$ cat src/rtl/uart_feedback_decoder.sv
// uart_feedback_decoder
// Receive-side frame decoder for the round-robin UART feedback link.
// Bytes carry a 2-bit tag in [1:0] and a 6-bit payload in [7:2]. A frame
// is game state (tag 01), target machine (tag 10), machine feedback (tag 11).
// Payloads are staged, then committed together when the frame completes.
// Tag 00 is idle filler: it only keeps the link watchdog alive.
//
// Ports:
//   uart_clk          sole clock, rising edge
//   rst               asynchronous active-high reset
//   rx_data[7:0]      received byte, rx_valid one-cycle strobe
//   game_state, target_machine, machine_feedback  committed payloads
//   game_state_upd, target_upd, feedback_upd      change pulses on commit
//   frame_done        pulse on commit
//   frame_error       pulse on out-of-order tag
//   error_count       saturating frame_error count
//   link_alive        high while bytes keep arriving within TIMEOUT_CYCLES
//
// state   | meaning
// WAIT_GS | expecting game-state byte (start of frame)
// WAIT_TM | game state staged, expecting target-machine byte
// WAIT_FB | gs/tm staged, expecting machine-feedback byte (commit)
module uart_feedback_decoder #(
  parameter int TIMEOUT_CYCLES = 1000000,
  parameter int TIMEOUT_W      = 20
) (
  input  logic       uart_clk,
  input  logic       rst,
  input  logic [7:0] rx_data,
  input  logic       rx_valid,
  output logic [5:0] game_state,
  output logic [5:0] target_machine,
  output logic [5:0] machine_feedback,
  output logic       game_state_upd,
  output logic       target_upd,
  output logic       feedback_upd,
  output logic       frame_done,
  output logic       frame_error,
  output logic [7:0] error_count,
  output logic       link_alive
);

  typedef enum logic [1:0] {
    WAIT_GS = 2'd0,
    WAIT_TM = 2'd1,
    WAIT_FB = 2'd2
  } state_t;

  localparam logic [TIMEOUT_W-1:0] TO_MAX = TIMEOUT_W'(TIMEOUT_CYCLES);

  state_t                 state_q;
  logic [5:0]             gs_stg_q;
  logic [5:0]             tm_stg_q;
  logic [TIMEOUT_W-1:0]   cnt_q;
  logic [TIMEOUT_W-1:0]   cnt_d;
  logic                   timeout_hit;
  logic                   tag_err;
  logic [1:0]             tag;
  logic [5:0]             payload;

  assign tag     = rx_data[1:0];
  assign payload = rx_data[7:2];

  // Watchdog: cleared by any byte, otherwise counts up and parks at TO_MAX.
  // A byte in the expiry cycle wins because timeout_hit requires !rx_valid.
  always_comb begin
    cnt_d = cnt_q;
    if (rx_valid) begin
      cnt_d = '0;
    end else if (cnt_q != TO_MAX) begin
      cnt_d = cnt_q + 1'b1;
    end
    timeout_hit = !rx_valid && (cnt_d == TO_MAX);
  end

  // Any non-idle tag other than the one the current state expects.
  always_comb begin
    tag_err = 1'b0;
    if (rx_valid && tag != 2'b00) begin
      case (state_q)
        WAIT_GS: tag_err = (tag != 2'b01);
        WAIT_TM: tag_err = (tag != 2'b10);
        WAIT_FB: tag_err = (tag != 2'b11);
        default: tag_err = 1'b1;
      endcase
    end
  end

  always_ff @(posedge uart_clk or posedge rst) begin
    if (rst) begin
      state_q          <= WAIT_GS;
      gs_stg_q         <= '0;
      tm_stg_q         <= '0;
      cnt_q            <= '0;
      game_state       <= '0;
      target_machine   <= '0;
      machine_feedback <= '0;
      game_state_upd   <= 1'b0;
      target_upd       <= 1'b0;
      feedback_upd     <= 1'b0;
      frame_done       <= 1'b0;
      frame_error      <= 1'b0;
      error_count      <= '0;
      link_alive       <= 1'b0;
    end else begin
      game_state_upd <= 1'b0;
      target_upd     <= 1'b0;
      feedback_upd   <= 1'b0;
      frame_done     <= 1'b0;
      frame_error    <= 1'b0;
      cnt_q          <= cnt_d;

      if (rx_valid) begin
        link_alive <= 1'b1;
      end

      if (tag_err) begin
        frame_error <= 1'b1;
        if (error_count != 8'hFF) begin
          error_count <= error_count + 8'd1;
        end
      end

      if (timeout_hit) begin
        // Committed outputs are deliberately left untouched.
        link_alive <= 1'b0;
        state_q    <= WAIT_GS;
        gs_stg_q   <= '0;
        tm_stg_q   <= '0;
      end else if (rx_valid && tag != 2'b00) begin
        case (state_q)
          WAIT_GS: begin
            if (tag == 2'b01) begin
              gs_stg_q <= payload;
              state_q  <= WAIT_TM;
            end
          end
          WAIT_TM: begin
            if (tag == 2'b10) begin
              tm_stg_q <= payload;
              state_q  <= WAIT_FB;
            end else if (tag == 2'b01) begin
              gs_stg_q <= payload;
              state_q  <= WAIT_TM;
            end else begin
              gs_stg_q <= '0;
              tm_stg_q <= '0;
              state_q  <= WAIT_GS;
            end
          end
          WAIT_FB: begin
            if (tag == 2'b11) begin
              game_state       <= gs_stg_q;
              target_machine   <= tm_stg_q;
              machine_feedback <= payload;
              game_state_upd   <= (gs_stg_q != game_state);
              target_upd       <= (tm_stg_q != target_machine);
              feedback_upd     <= (payload != machine_feedback);
              frame_done       <= 1'b1;
              state_q          <= WAIT_GS;
            end else if (tag == 2'b01) begin
              // A new game-state byte resynchronises onto a fresh frame.
              gs_stg_q <= payload;
              tm_stg_q <= '0;
              state_q  <= WAIT_TM;
            end else begin
              gs_stg_q <= '0;
              tm_stg_q <= '0;
              state_q  <= WAIT_GS;
            end
          end
          default: state_q <= WAIT_GS;
        endcase
      end
    end
  end

endmodule

$ cat config.mk
export PLATFORM = sky130hd
export DESIGN_NAME = uart_feedback_decoder
export DESIGN_NICKNAME = d
export VERILOG_FILES = /design/src/rtl/uart_feedback_decoder.sv
export SDC_FILE = /design/constraint.sdc
export NUM_CORES = 1
export LEC_CHECK = 0
export ABC_AREA = 1
export BUFFER_PORTS_ARGS = -buffer_cell sky130_fd_sc_hd__clkbuf_2
export CORE_AREA = 2 2 128 68
export DETAILED_ROUTE_END_ITERATION = 10
export DIE_AREA = 0 0 130 70
export PLACE_DENSITY_LB_ADDON = 0.3
export SLEW_MARGIN = 20
export SYNTH_ARGS = -nofsm -noshare
export SYNTH_HDL_FRONTEND = slang
export SYNTH_SLANG_ARGS = --single-unit
$ cat constraint.sdc
create_clock -name uart_clk -period 2.4 [get_ports uart_clk]
set_input_delay 0.12 -clock uart_clk [delete_from_list [all_inputs] [get_ports uart_clk]]
set_output_delay 0.12 -clock uart_clk [all_outputs]
set_load 0.02 [all_outputs]
==> out/results.txt, run 1 <==
Worst clock skew: 0.00660 ns
Diode count: 0
Worst hold start: rx_data[2]
Crit-path max FO: 8
Post-layout util: 57.2%
R2r endpoint: gs_stg_q[5]$_DFFE_PP0P_
Core Region: 8200 µm²
CTS Buf Count: 9
Synth top area cells: dfrtp_1 (42%), nand2_1 (12%), nand3_1 (7.2%)
CP Capture Type: flip-flop
H-tree lvl count: 3
Vias per std cell: 5.22
Worst Hold End: machine_feedback[0]$_DFFE_PP0P_
Seq/Total Area, Yosys: 42.3%
Layout cells sized above 1: 19.6%
Post-synth EDFFs: 0
Filler cell count: 754
Sequential share of power: 40.1%
PD cells: 859 nW/µm²
Worst hold stages: 3
# DRC: 0
Synth top cells by count: nand2_1 (126), nor2_1 (72), inv_1 (71)
Mapped Cells: 518
Skew-Pair Late Insertion Delay: 0.33 ns
Final setup TNS: 0 ns
Startpoint type of the worst setup path: flip-flop
Non-filler instance count after layout: 694
Final setup viols: 0
Post-synth top flop: dfrtp_1
Full die area: 9100 µm²
CP bufs+invs: 1
Lkg Pwr: 2.35 nW
I/O Buffers: 42
Dpl ws: 0.0826 ns
Worst r2r path cells: 11
Dpl hpwl: 7640 µm
Area share of the largest cell type after synthesis: 42.3%
1st-iter DRT viols: 433
Clock root cell: clkbuf_16
Syn_area_per_cell: 7.54 µm²
Clk slew on worst S/H paths: 0.05 ns
Crit-path cells: inv_1 > ha_1 > nand2_1 > nor2_1 > nand3_1 > nand3_1 > nand3_1 > nor3_4 > nand3_4 > nand4_1 > nand2_1
Critical path type: reg2reg
Post-Place Cells: 673
Layout area overhead: 20.1%
Comb power frac: 26.5%
Global-route usage over all layers: 24.1%
Required time worst endpoint: 2.60 ns
Outcome: finished, final reports clean
Routability cong.: 0.970
Hold Violations, Final: 0
Worst path most repeated cell: nand3_1
First-pass GRT wire length: 16800 µm
Total routed wirelength: 10400 µm
Switching part of the total: 35.1%
Antenna violations before repair: 0
Synth area leader: dfrtp_1
Clock Power Share: 33.3%
Starting density of the core: 47.6%
CTS tree: yes
CP arrival: 2.51 ns
TritonCTS sink count: 66
First drt pass iteration count: 5
Max-Cap Viols: 0
Number of global-route vias before repair: 3281
Fin Hold WS: 0.0448 ns
Longest Clk Path Bufs: 2
Routed len/inst: 15.0 µm
Worst-Margin Slew: 0.980 ns
Placed cell area: 4250 µm²
Fraction of registers with async set/reset: 100%
Post-route design area: 4690 µm²
Site row count: 24
Ys Warns: 0
HP Class: in2reg
Slew HR: 34.6%
Post-synthesis instance area: 3900 µm²
Reg2reg setup slack: 0.09 ns
GR Overflow Total: 0
Slowest CP cell: dfrtp_1
Reg2reg start: cnt_q[0]$_DFF_PP0_
Yosys cell types: 40
Max stage delay on crit path: 0.41 ns
Largest net degree at the start of global routing: 43
Yosys reg bits: 66
Ports: 43
Setup ws final: 0.0907 ns
Vias: 3625
Pwr Total: 4.03 mW
Post-route ant nets: 0
Worst VDD drop: 0.517 mV
Switch Pwr: 1.41 mW
Die X: 130 µm
Syn Nets: 538
Part of the cycle the worst path needs: 96.2%
Cell-internal power: 2.62 mW
Die H: 70 µm
Most common cell in the synthesized netlist: nand2_1
Tmin final: 2.31 ns
NumNets Final: 592
Max Slew Vio Count: 0
Critical path's top delay family: simple AND/OR/NAND/NOR gates
Fmax: 0.433 GHz
==> power groups by stage <==
stage	Sequential (mW)	Combinational (mW)	Clock, mW
after floorplan	1.77	0.553	0
after global placement	1.62	1.03	0
after detailed placement	1.62	1.06	0
after CTS	1.61	1.07	1.36
after global routing	1.66	1.20	1.41
final	1.62	1.07	1.34
==> cells in the final DEF, fill, tap and decap left out, types with 3 or more instances in the layout <==
cell type    n
nand2_1    126
inv_1       69
a21oi_1      4
o21ai_1      3
nand3_4      5
inv_2        6
nand3_2      3
nand3_1     55
o21ai_0     15
nand2_2      7
dfrtp_1     66
nor3_1       3
clkinv_2     3
nand4_1     13
buf_4        6
xnor2_1     11
nor2_2      10
xor2_1       9
clkbuf_2    42
clkbuf_16    9
nor3_4       3
ha_1         8
nor2_4       6
nor2_1      69
==> registers in the layout (all words and copies together), names as in the netlist <==
signal	cells
game_state	6
cnt_q	20
target_upd	1
game_state_upd	1
target_machine	6
tm_stg_q	6
link_alive	1
error_count	8
feedback_upd	1
state_q	2
frame_error	1
frame_done	1
gs_stg_q	6
machine_feedback	6
==> metal layers <==
layer	up-vias	global-route usage (%)	share of wire (%)
met4	0	5.38	0.79
li1	1755	-	-
met5	-	0	0
met2	164	29.4	38
met1	1697	40.8	51
met3	9	6.59	9.9
==> worst max path at each step <==
stage	from	to	slack, ns	cells after the start
2_1_floorplan	cnt_q[0]$_DFF_PP0_	gs_stg_q[1]$_DFFE_PP0P_	0.51	13
3_3_place_gp	cnt_q[0]$_DFF_PP0_	gs_stg_q[5]$_DFFE_PP0P_	0.15	12
3_5_place_dp	cnt_q[0]$_DFF_PP0_	gs_stg_q[5]$_DFFE_PP0P_	0.08	12
4_1_cts	cnt_q[0]$_DFF_PP0_	gs_stg_q[5]$_DFFE_PP0P_	0.03	12
5_1_grt	cnt_q[14]$_DFF_PP0_	gs_stg_q[5]$_DFFE_PP0P_	-0.02	11
6_report	cnt_q[0]$_DFF_PP0_	gs_stg_q[5]$_DFFE_PP0P_	0.09	11
==> area by class of cell <==
class	count	area (µm²)	share of cell area, %
Clock buffer	11	253	5.39
Sequential cell	66	1650	35.2
Timing Repair Buffer	50	285	6.08
Tap cell	117	146	3.12
Inverter	75	282	6.00
Clock inverter	5	52.6	1.12
Multi-Input combinational cell	370	2020	43.1
==> cells by family (layout without fill, tap and decap cells) <==
logic type      count (synthesis)  in the layout  share of synthesized area [%]
buf+inv                        84            141                           8.81
flops                          66             66                           42.3
simple gates                  304            306                           35.8
compound gates                 34             34                           5.38
xor+xnor                       20             20                           4.49
fa+ha+maj                       9              9                           2.88
mux                             1              1                          0.288
==> repair_timing <==
action                                  CTS  global route
endpoints found under the hold margin    24             0
hold buffers                              1             0
endpoints found under the setup margin    0            15
buffers inserted                          0             2
gates resized for setup                   0            18
==> worst register-to-register path: cells and delay by family, from the launching register on <==
family | cells | cell delay, ns
fa+ha+maj | 1 | 0.18
flops | 1 | 0.41
buf+inv | 1 | 0.12
simple gates | 9 | 1.45
(Power assumes the default switching activity.)
==> run 2: changes to the inputs <==
- clock period: 2.4 -> 2.15 ns (I/O delays scaled with it)
==> out/results.txt, run 2 (synthesis gave the netlist of run 1 again) <==
Layout area overhead: 30.2%
Post-route ant nets: 0 (unchanged)
CP arrival: 2.42 ns (-0.09 ns)
Most frequent cells in the layout: nand2_1 (118), inv_1 (67), dfrtp_1 (58)
Failing checks: negative setup slack
Crit-path cells: ha_4 > nand3_4 > nor2_4 > buf_4 > nand4_1 > nand3_4 > nor2_1 > nand3_1 > nor2_4 > nand3_4 > buf_12 > nand4_1 > nand2_1
Total routed wirelength: 11400 µm (+9.1%)
Clk slew on worst S/H paths: 0.06 ns (about the same)
Skew-Pair Late Insertion Delay: 0.33 ns (about the same)
Placed cell area: 4340 µm² (+2.2%)
Vias: 3783 (+4.4%)
Non-filler instance count after layout: 708 (+2.0%)
I/O Buffers: 42 (unchanged)
Switching part of the total: 35.6% (+0.51 points)
Reg2reg start: cnt_q[0]$_DFF_PP0_
Reg2reg setup slack: -0.05 ns (-0.14 ns)
Layout cells sized above 1: 30.6% (+11 points)
# DRC: 0 (unchanged)
Routed len/inst: 16.0 µm (+6.9%)
Critical path type: reg2reg
Max-Cap Viols: 0 (unchanged)
Die X: 130 µm (unchanged)
Final setup viols: 11 (+11)
Largest register FFs: 20 (unchanged)
Dpl ws: -0.188 ns (-0.270 ns)
Top Layer Used: met4
Number of global-route vias before repair: 3403 (+3.7%)
Max stage delay on crit path: 0.46 ns (+0.05 ns)
NumNets Final: 606 (+2.4%)
Core Region: 8200 µm² (unchanged)
Switch Pwr: 1.63 mW (+15%)
Worst clock skew: 0.00312 ns (-0.00348 ns)
CP Capture Type: flip-flop
TritonCTS sink count: 66 (unchanged)
Cell-internal power: 2.95 mW (+13%)
Met2 WL: 4670 µm (+17%)
Starting density of the core: 47.6% (unchanged)
Vias per std cell: 5.34 (+2.3%)
Full die area: 9100 µm² (unchanged)
Reg with most FFs: cnt_q
Largest net degree at the start of global routing: 67 (+56%)
GR Overflow Total: 0 (unchanged)
DR WL met3: 1180 µm (+15%)
Global-route usage over all layers: 25.3% (+1.2 points)
Worst-Margin Slew: 0.657 ns (-0.322 ns)
Max Slew Vio Count: 0 (unchanged)
CTS tree: yes
Unrepaired setup endpoints after global routing: true
First drt pass iteration count: 5 (unchanged)
Site row count: 24 (unchanged)
Worst hold start: rx_data[3]
Final setup TNS: -0.242 ns (-0.242 ns)
Worst VDD drop: 0.599 mV (+16%)
Regs by FF count: cnt_q (20), error_count (8)
Post-Place Cells: 684 (+1.6%)
Longest Clk Path Bufs: 2 (unchanged)
Tmin final: 2.20 ns (-0.106 ns)
Filler cell count: 687 (-8.9%)
Clock Power Share: 32.7% (-0.6 points)
H-tree lvl count: 3 (unchanged)
Antenna violations before repair: 0 (unchanged)
Sequential share of power: 39.8% (-0.3 points)
Outcome: finished, violations left
Dpl hpwl: 7950 µm (+4.1%)
Ports: 43 (unchanged)
Startpoint type of the worst setup path: flip-flop
Die H: 70 µm (unchanged)
Comb power frac: 27.5% (+1.0 points)
Clock root cell: clkbuf_16
PD cells: 902 nW/µm² (+5.0%)
Slew HR: 56.2% (+22 points)
Diode count: 0 (unchanged)
Routability cong.: 1.01 (+4.1%)
Worst Setup SP: cnt_q[0]$_DFF_PP0_
Part of the cycle the worst path needs: 102% (+6.3 points)
Required time worst endpoint: 2.36 ns (-0.24 ns)
Worst path most repeated cell: nand3_4
Crit-path max FO: 8 (unchanged)
CTS Buf Count: 9 (unchanged)
Most common cell after layout, fill and taps aside: nand2_1
Lkg Pwr: 2.50 nW (+6.2%)
First-pass GRT wire length: 17500 µm (+4.2%)
HP Class: in2reg
Fmax: 0.454 GHz (+4.8%)
Hold Violations, Final: 0 (unchanged)
1st-iter DRT viols: 388 (-10%)
Slowest CP cell: dfrtp_2
Post-route design area: 5080 µm² (+8.4%)
DRT met1 WL: 5370 µm (+1.1%)
Setup ws final: -0.0532 ns (-0.144 ns)
## run 2: changes by cell type in the layout (fill, tap and decap cells not counted), sizes merged
cell    delta
nand3      -1
clkbuf     +1
buf       +14
## run 2: through the flow
stage          hold slack, ns  utilization, %  power, mW
2_1_floorplan           0.173               -       2.60
3_3_place_gp            0.190            53.0       2.96
3_5_place_dp            0.192            53.0       3.01
4_1_cts                0.0382            59.1       4.56
5_1_grt                0.0594            62.0       4.81
6_report               0.0476            62.0       4.58
## run 2: critical path: cells and delay by family (launching register included)
family                     cells  cell delay, ns
and+or+nand+nor               10            1.14
buffers and inverters          2            0.30
adders and majority gates      1            0.19
DFF                            1            0.46
## run 2: worst paths after layout
path,endpoint,depth (start not counted)
max,gs_stg_q[3]$_DFFE_PP0P_,13
min,machine_feedback[1]$_DFFE_PP0P_,3
max reg2reg,gs_stg_q[3]$_DFFE_PP0P_,13
min reg2reg,error_count[7]$_DFFE_PP0P_,1
max in group asynchronous,cnt_q[14]$_DFF_PP0_,4
min in group asynchronous,target_machine[5]$_DFFE_PP0P_,4
## run 2: power groups by stage
stage | combinational (mW) | clock, mW | sequential (mW)
after floorplan | 0.618 | 0 | 1.98
after global placement | 1.16 | 0 | 1.80
after detailed placement | 1.20 | 0 | 1.81
after CTS | 1.23 | 1.51 | 1.81
after global routing | 1.38 | 1.57 | 1.86
final | 1.26 | 1.50 | 1.82
## run 2: area by class of cell
type / count / area, µm² / area share (%)
clock inverters: 5 / 52.6 / 1.03
flip-flops and latches: 66 / 1660 / 32.7
multi-input cells: 369 / 2250 / 44.3
well taps: 117 / 146 / 2.88
repair buffers: 65 / 432 / 8.49
clock buffers: 11 / 253 / 4.97
inverters: 75 / 287 / 5.64
## run 2: per-layer routing
| metal | vias up | global-route usage (%) |
|---|---|---|
| met3 | 18 | 8.51 |
| met5 | - | 0 |
| met4 | 0 | 6.81 |
| met1 | 1804 | 40.3 |
| met2 | 171 | 32.1 |
| li1 | 1790 | - |
## run 2: repair_timing
| item | in CTS | in global routing |
|---|---|---|
| hold buffers | 1 | 0 |
| hold endpoints to repair | 66 | 0 |
| setup buffers | 3 | 2 |
| endpoints found under the setup margin | 14 | 16 |
| gates cloned | 1 | 1 |
| gates resized for setup | 34 | 52 |
| pin swaps | 12 | 28 |
